$ cat src/rtl/ctrl_bubble_stage_pkg.sv
// ctrl_bubble_stage_pkg: sequencer state type and control-bundle bit positions for the ID/EX stage
package ctrl_pkg;
  typedef enum logic {IDLE, SEQ} seq_state_e;
  localparam int CTRL_W_DEF = 9;
  localparam int REGDST_B = 8;
  localparam int ALUSRC_B = 7;
  localparam int MEMTOREG_B = 6;
  localparam int REGWRITE_B = 5;
  localparam int MEMWRITE_B = 4;
  localparam int EXTOP_B = 3;
  localparam int ALUOP_MSB = 2;
  localparam int ALUOP_LSB = 1;
  localparam int MEMREAD_B = 0;
endpackage

$ cat src/rtl/ctrl_bubble_stage_if.sv
// ctrl_bubble_stage_if: decoder/hazard-side inputs and EX-side outputs; bubble_cnt_o exists only with CTRL_BUBBLE_STATS_EN
interface ctrl_bubble_stage_if #(
  parameter int CTRL_W = 9
`ifdef CTRL_BUBBLE_STATS_EN
  , parameter int STAT_W = 16
`endif
);
  logic [CTRL_W-1:0] ctrl_i;
  logic              hazard_i;
  logic              stall_i;
  logic              flush_i;
  logic [CTRL_W-1:0] ctrl_o;
  logic              valid_o;
  logic              busy_o;
`ifdef CTRL_BUBBLE_STATS_EN
  logic [STAT_W-1:0] bubble_cnt_o;
  modport master (output ctrl_i, hazard_i, stall_i, flush_i, input ctrl_o, valid_o, busy_o, bubble_cnt_o);
  modport slave (input ctrl_i, hazard_i, stall_i, flush_i, output ctrl_o, valid_o, busy_o, bubble_cnt_o);
`else
  modport master (output ctrl_i, hazard_i, stall_i, flush_i, input ctrl_o, valid_o, busy_o);
  modport slave (input ctrl_i, hazard_i, stall_i, flush_i, output ctrl_o, valid_o, busy_o);
`endif
endinterface

$ cat src/rtl/ctrl_bubble_stage_seq.sv
// bubble_seq: turns one hazard pulse into BUBBLE_CYC bubble strobes, counting only unstalled edges
module bubble_seq import ctrl_pkg::*; #(
  parameter int BUBBLE_CYC = 1
) (
  input  logic clk_i,
  input  logic rst_i,
  input  logic hazard_i,
  input  logic stall_i,
  input  logic flush_i,
  output logic busy_o,
  output logic insert_bubble_o
);
  localparam logic [3:0] CYC_M1 = 4'(BUBBLE_CYC - 1);
  seq_state_e state, state_n;
  logic [3:0] cnt, cnt_n;
  always_ff @(posedge clk_i or posedge rst_i)
    if (rst_i) begin
      state <= IDLE;
      cnt <= '0;
    end else begin
      state <= state_n;
      cnt <= cnt_n;
    end
  // hazard only matters in IDLE; in SEQ every unstalled, unflushed edge is a bubble
  always_comb begin
    state_n = state;
    cnt_n = cnt;
    insert_bubble_o = !flush_i && !stall_i && (state == SEQ || hazard_i);
    if (state == SEQ && flush_i) begin
      state_n = IDLE;
      cnt_n = '0;
    end else if (insert_bubble_o) begin
      state_n = state == IDLE ? (BUBBLE_CYC > 1 ? SEQ : IDLE) : (cnt == 4'd1 ? IDLE : SEQ);
      cnt_n = state == IDLE ? CYC_M1 : cnt - 4'd1;
    end
  end
  assign busy_o = state == SEQ;
endmodule

$ cat src/rtl/ctrl_bubble_stage.sv
// ctrl_bubble_stage: ID/EX control register with masked hazard bubbles, stall hold and flush
// Optional bubble statistics counter enabled by CTRL_BUBBLE_STATS_EN.
module ctrl_bubble_stage import ctrl_pkg::*; #(
  parameter int CTRL_W = CTRL_W_DEF,
  parameter logic [CTRL_W-1:0] KEEP_MASK = '0,
  parameter int BUBBLE_CYC = 1
`ifdef CTRL_BUBBLE_STATS_EN
  , parameter int STAT_W = 16
`endif
) (
  input logic clk_i,
  input logic rst_i,
  ctrl_bubble_stage_if.slave bus
);
  logic insert_bubble;
  logic [CTRL_W-1:0] bubble;
  assign bubble = bus.ctrl_i & KEEP_MASK;
  bubble_seq #(.BUBBLE_CYC(BUBBLE_CYC)) u_seq (
    .clk_i(clk_i),
    .rst_i(rst_i),
    .hazard_i(bus.hazard_i),
    .stall_i(bus.stall_i),
    .flush_i(bus.flush_i),
    .busy_o(bus.busy_o),
    .insert_bubble_o(insert_bubble)
  );
  always_ff @(posedge clk_i or posedge rst_i)
    if (rst_i) begin
      bus.ctrl_o <= '0;
      bus.valid_o <= 1'b0;
    end else if (bus.flush_i) begin
      bus.ctrl_o <= bubble;
      bus.valid_o <= 1'b0;
    end else if (!bus.stall_i) begin
      bus.ctrl_o <= insert_bubble ? bubble : bus.ctrl_i;
      bus.valid_o <= !insert_bubble;
    end
`ifdef CTRL_BUBBLE_STATS_EN
  // flush bubbles never raise insert_bubble, so they stay uncounted
  always_ff @(posedge clk_i or posedge rst_i)
    if (rst_i) bus.bubble_cnt_o <= '0;
    else if (insert_bubble && !(&bus.bubble_cnt_o)) bus.bubble_cnt_o <= bus.bubble_cnt_o + 1'b1;
`endif
endmodule

$ cat src/flat_wrapper.sv
// flat-port wrapper written by rule: the top's interface ports become plain ports
module ctrl_bubble_stage_flat import ctrl_pkg::*;
#(
  parameter int CTRL_W = CTRL_W_DEF,
  parameter logic [CTRL_W-1:0] KEEP_MASK = '0,
  parameter int BUBBLE_CYC = 1

)
  (clk_i, rst_i, bus_ctrl_i, bus_hazard_i, bus_stall_i, bus_flush_i, bus_ctrl_o, bus_valid_o, bus_busy_o);
  ctrl_bubble_stage_if #(.CTRL_W(CTRL_W)) bus_i ();
  input logic clk_i;
  input logic rst_i;
  input wire logic [$bits(bus_i.ctrl_i)-1:0] bus_ctrl_i;
  input wire logic [$bits(bus_i.hazard_i)-1:0] bus_hazard_i;
  input wire logic [$bits(bus_i.stall_i)-1:0] bus_stall_i;
  input wire logic [$bits(bus_i.flush_i)-1:0] bus_flush_i;
  output wire logic [$bits(bus_i.ctrl_o)-1:0] bus_ctrl_o;
  output wire logic [$bits(bus_i.valid_o)-1:0] bus_valid_o;
  output wire logic [$bits(bus_i.busy_o)-1:0] bus_busy_o;
  assign bus_i.ctrl_i = bus_ctrl_i;
  assign bus_i.hazard_i = bus_hazard_i;
  assign bus_i.stall_i = bus_stall_i;
  assign bus_i.flush_i = bus_flush_i;
  assign bus_ctrl_o = bus_i.ctrl_o;
  assign bus_valid_o = bus_i.valid_o;
  assign bus_busy_o = bus_i.busy_o;
  ctrl_bubble_stage #(.CTRL_W(CTRL_W), .KEEP_MASK(KEEP_MASK), .BUBBLE_CYC(BUBBLE_CYC)) u_core (.clk_i(clk_i), .rst_i(rst_i), .bus(bus_i));
endmodule
$ cat config.mk
export PLATFORM = sky130hd
export DESIGN_NAME = ctrl_bubble_stage_flat
export DESIGN_NICKNAME = d
export VERILOG_FILES = /design/src/rtl/ctrl_bubble_stage_pkg.sv /design/src/rtl/ctrl_bubble_stage_if.sv /design/src/rtl/ctrl_bubble_stage_seq.sv /design/src/rtl/ctrl_bubble_stage.sv /design/src/flat_wrapper.sv
export SDC_FILE = /design/constraint.sdc
export NUM_CORES = 1
export LEC_CHECK = 0
export CORE_UTILIZATION = 42
export CTS_CLUSTER_DIAMETER = 40
export DETAILED_ROUTE_END_ITERATION = 10
export PLACE_DENSITY = 0.8
export SYNTH_ARGS = -nofsm -noshare
export SYNTH_HDL_FRONTEND = slang
export SYNTH_SLANG_ARGS = --single-unit
export TNS_END_PERCENT = 5
$ cat constraint.sdc
create_clock -name clk_i -period 1.7 [get_ports clk_i]
set_input_delay 0.34 -clock clk_i [delete_from_list [all_inputs] [get_ports clk_i]]
set_output_delay 0.34 -clock clk_i [all_outputs]
set_load 0.02 [all_outputs]
==> summary.md <==
| Metric | Value |
|---|---|
| Layout cells sized above 1 | `0.1477` |
| CTS clock-pin slew for the worst setup and hold paths | `100 ps` |
| Worst slew pin tran | `586.7 ps` |
| Die footprint | `1776 um2` |
| Via Count | `565` |
| Startpoint class of the critical path | `flip-flop` |
| Root buffer cell | `clkbuf_4` |
| Sequential share of the synthesized area | `0.5545` |
| Worst-Skew Late Latency | `approximately 280 ps` |
| Post-synthesis average cell area | `12.31 um2` |
| Mapped Nets | `71` |
| Vias in the first global route | `559` |
| Fin nets | `between 100 and 150` |
| Final min period | `between 1500 and 2000 ps` |
| First-pass GRT wire length | `2.532 mm` |
| Peak fanout along the critical path | `2` |
| Commonest non-fill, non-tap cells in the layout | `24 x clkdlybuf4s50_1, 15 x dfrtp_1, 9 x a22o_1, 6 x buf_4, 5 x inv_1` |
| Initial antenna violation count | `0` |
| PostCTS Resize Cnt | `0` |
| Final Hold Fails | `0` |
| Starting Density | `0.4493` |
| TritonCTS clock tree | `done` |
| Final setup vio count | `0` |
| Iter 0 DRT Violations | `12` |
| Clock sink count | `15` |
| Cell-by-cell trace of the critical path | `clkdlybuf4s50_1` |
| Slew Viols, Final | `0` |
| Worst path bufs/invs | `1` |
| CP required | `1360 ps` |
| Post-CTS Setup Bufs | `0` |
| Max-cap violation count | `0` |
| Core Region | `1506 um2` |
| Detail Route Antenna Nets | `0` |
| Setup CP Type | `flip-flop to output port` |
| Post-synthesis instance total | `55` |
| Worst Hold Margin | `410.4 ps` |
| Crit path DAT | `1260 ps` |
| Max IR drop VDD | `between 0.4 and 0.5 mV` |
| Max frequency | `0.6254 GHz` |
| Post-DR wirelength/cell | `14.71 um` |
| Die H | `~42 um` |
| Total GRT Usage | `0.1907` |
| Top Family by Delay on Critical Path | `buffers and inverters` |
| Layout area overhead | `48.43%` |
| Setup slack, reg-to-reg | `roughly 390 ps` |
| Worst R2R End | `u_core.u_seq.cnt[2]` |
| Hold Crit Class | `input port to async pin` |
| Grt ovf | `0` |
| Mapped Area | `676.9 um2` |
| Period utilisation layout | `0.9406` |
| Worst R2R Path Depth | `5` |
| Worst Setup End Kind | `output port` |
| Status | `complete, no violations` |
| Post-DR vias/cell | `5.433` |
| RSZ-0062 raised after global routing | `false` |
| DR pass1 iterations | `4` |
| Power Dens Cells | `about 710 nW/um2` |
| Max_slew headroom | `0.6084` |
| Synth cell types | `22` |
| Detailed placement HPWL | `1.172 mm` |
| Die W | `roughly 42 um` |
| # DRC | `0` |
| # H-tree levels | `1` |
| GPL Wtd Cong | `0.7844` |
| CP max-delay cell | `clkdlybuf4s50_1` |
| P_leak | `around 0.47 nW` |
| Slowest stage delay, CP | `600 ps` |
| Accumulated negative setup slack | `0 ps` |
| Post-CTS Hold Buffers | `0` |
| Reg2Reg Launch Point | `u_core.u_seq.cnt[0]` |
| Clk_skew | `6.853 ps` |
| CTS buffer count | `3` |
| Input/output buffers | `24` |
| Io pins | `25` |
| Largest net degree at the start of global routing | `16` |
| #FFs+latches synth | `15` |
| Routed WL | `1.530 mm` |
| Num rows | `14` |
| Most common cell after layout, fill and taps aside | `clkdlybuf4s50_1` |
| Ant diodes | `0` |
| Clk buf depth | `2` |
| Yosys Warn Count | `0` |
-- per-layer routing --
metal	part of all wire	routed length [um]	track usage
met3	0.037	56	0.04741
met5	0	0	0
met4	0.0085	13	0.06250
met2	0.48	734	0.3000
met1	0.47	726	0.2591
-- area by class of cell --
cell class	count	area [um2]
Fill cell	126	501.7
Sequential cell	15	375.4
Timing Repair Buffer	30	285.3
Multi-Input combinational cell	34	277.8
Clock buffer	3	22.52
Tap cell	16	20.02
Inverter	5	18.77
Clock inverter	1	5.005
-- worst max path at each step --
stage                     cells after the start                  from                   end
after floorplan                               2   u_core.u_seq.busy_o  u_core.bus.ctrl_o[0]
final                                         1  u_core.bus.ctrl_o[0]         bus_ctrl_o[0]
after global placement                        4           bus_stall_i   u_core.u_seq.cnt[2]
after global routing                          1  u_core.bus.ctrl_o[4]         bus_ctrl_o[4]
after CTS                                     1  u_core.bus.ctrl_o[0]         bus_ctrl_o[0]
after detailed placement                      5           bus_flush_i  u_core.bus.ctrl_o[0]
-- logic make-up after synthesis --
kind of cell | count (synthesis) | synth area share
multiplexers | 1 | 0.01479
AO/OA/AOI/OAI | 17 | 0.2107
flip-flops | 15 | 0.5545
AND/OR/NAND/NOR | 14 | 0.1479
adder cells (fa/ha/maj) | 2 | 0.03696
buffers and inverters | 6 | 0.03512
-- state kept, by name, summed over array words and instances, names as in the netlist --
register,cells
u_core.bus.ctrl_o,9
u_core.u_seq.cnt,4
u_core.bus.valid_o,1
u_core.u_seq.busy_o,1
-- report_power, final --
group          switching, mW  internal [mW]  leakage (nW)
clock network          0.118         0.0871        0.0177
logic                 0.0519         0.0696         0.250
registers             0.0137          0.371         0.206
total                  0.183          0.528         0.473
-- Yosys cell counts --
library cell	instances	area share
a211o_1	1	0.013
a21oi_1	2	0.015
a22o_1	9	0.12
a21o_2	1	0.013
a221o_1	1	0.015
ha_1	2	0.037
nor4b_1	1	0.013
nor3_1	2	0.015
buf_2	1	0.0074
o211a_1	1	0.015
o22ai_1	1	0.0092
a32o_1	1	0.015
nor2b_1	2	0.018
nor4_4	1	0.031
inv_1	5	0.028
nor2_1	2	0.011
and2b_4	1	0.015
mux2i_1	1	0.015
dfrtp_1	15	0.55
nand2_1	1	0.0055
nand2b_1	3	0.028
nor3b_1	1	0.011
-- through the flow --
step                      power, mW  worst slack, ps  area, um2  utilization  cells
after floorplan              0.4398            436.6      676.9            -     55
after global placement       0.5099            89.98      977.2       0.6487    100
after detailed placement     0.5141            42.01      977.2       0.6487    100
after CTS                    0.7164            84.24       1005       0.6669    104
after global routing         0.7460            50.40       1005       0.6669    104
final                        0.7115            100.9       1005       0.6669    104
Power figures use the tool's default switching activity.
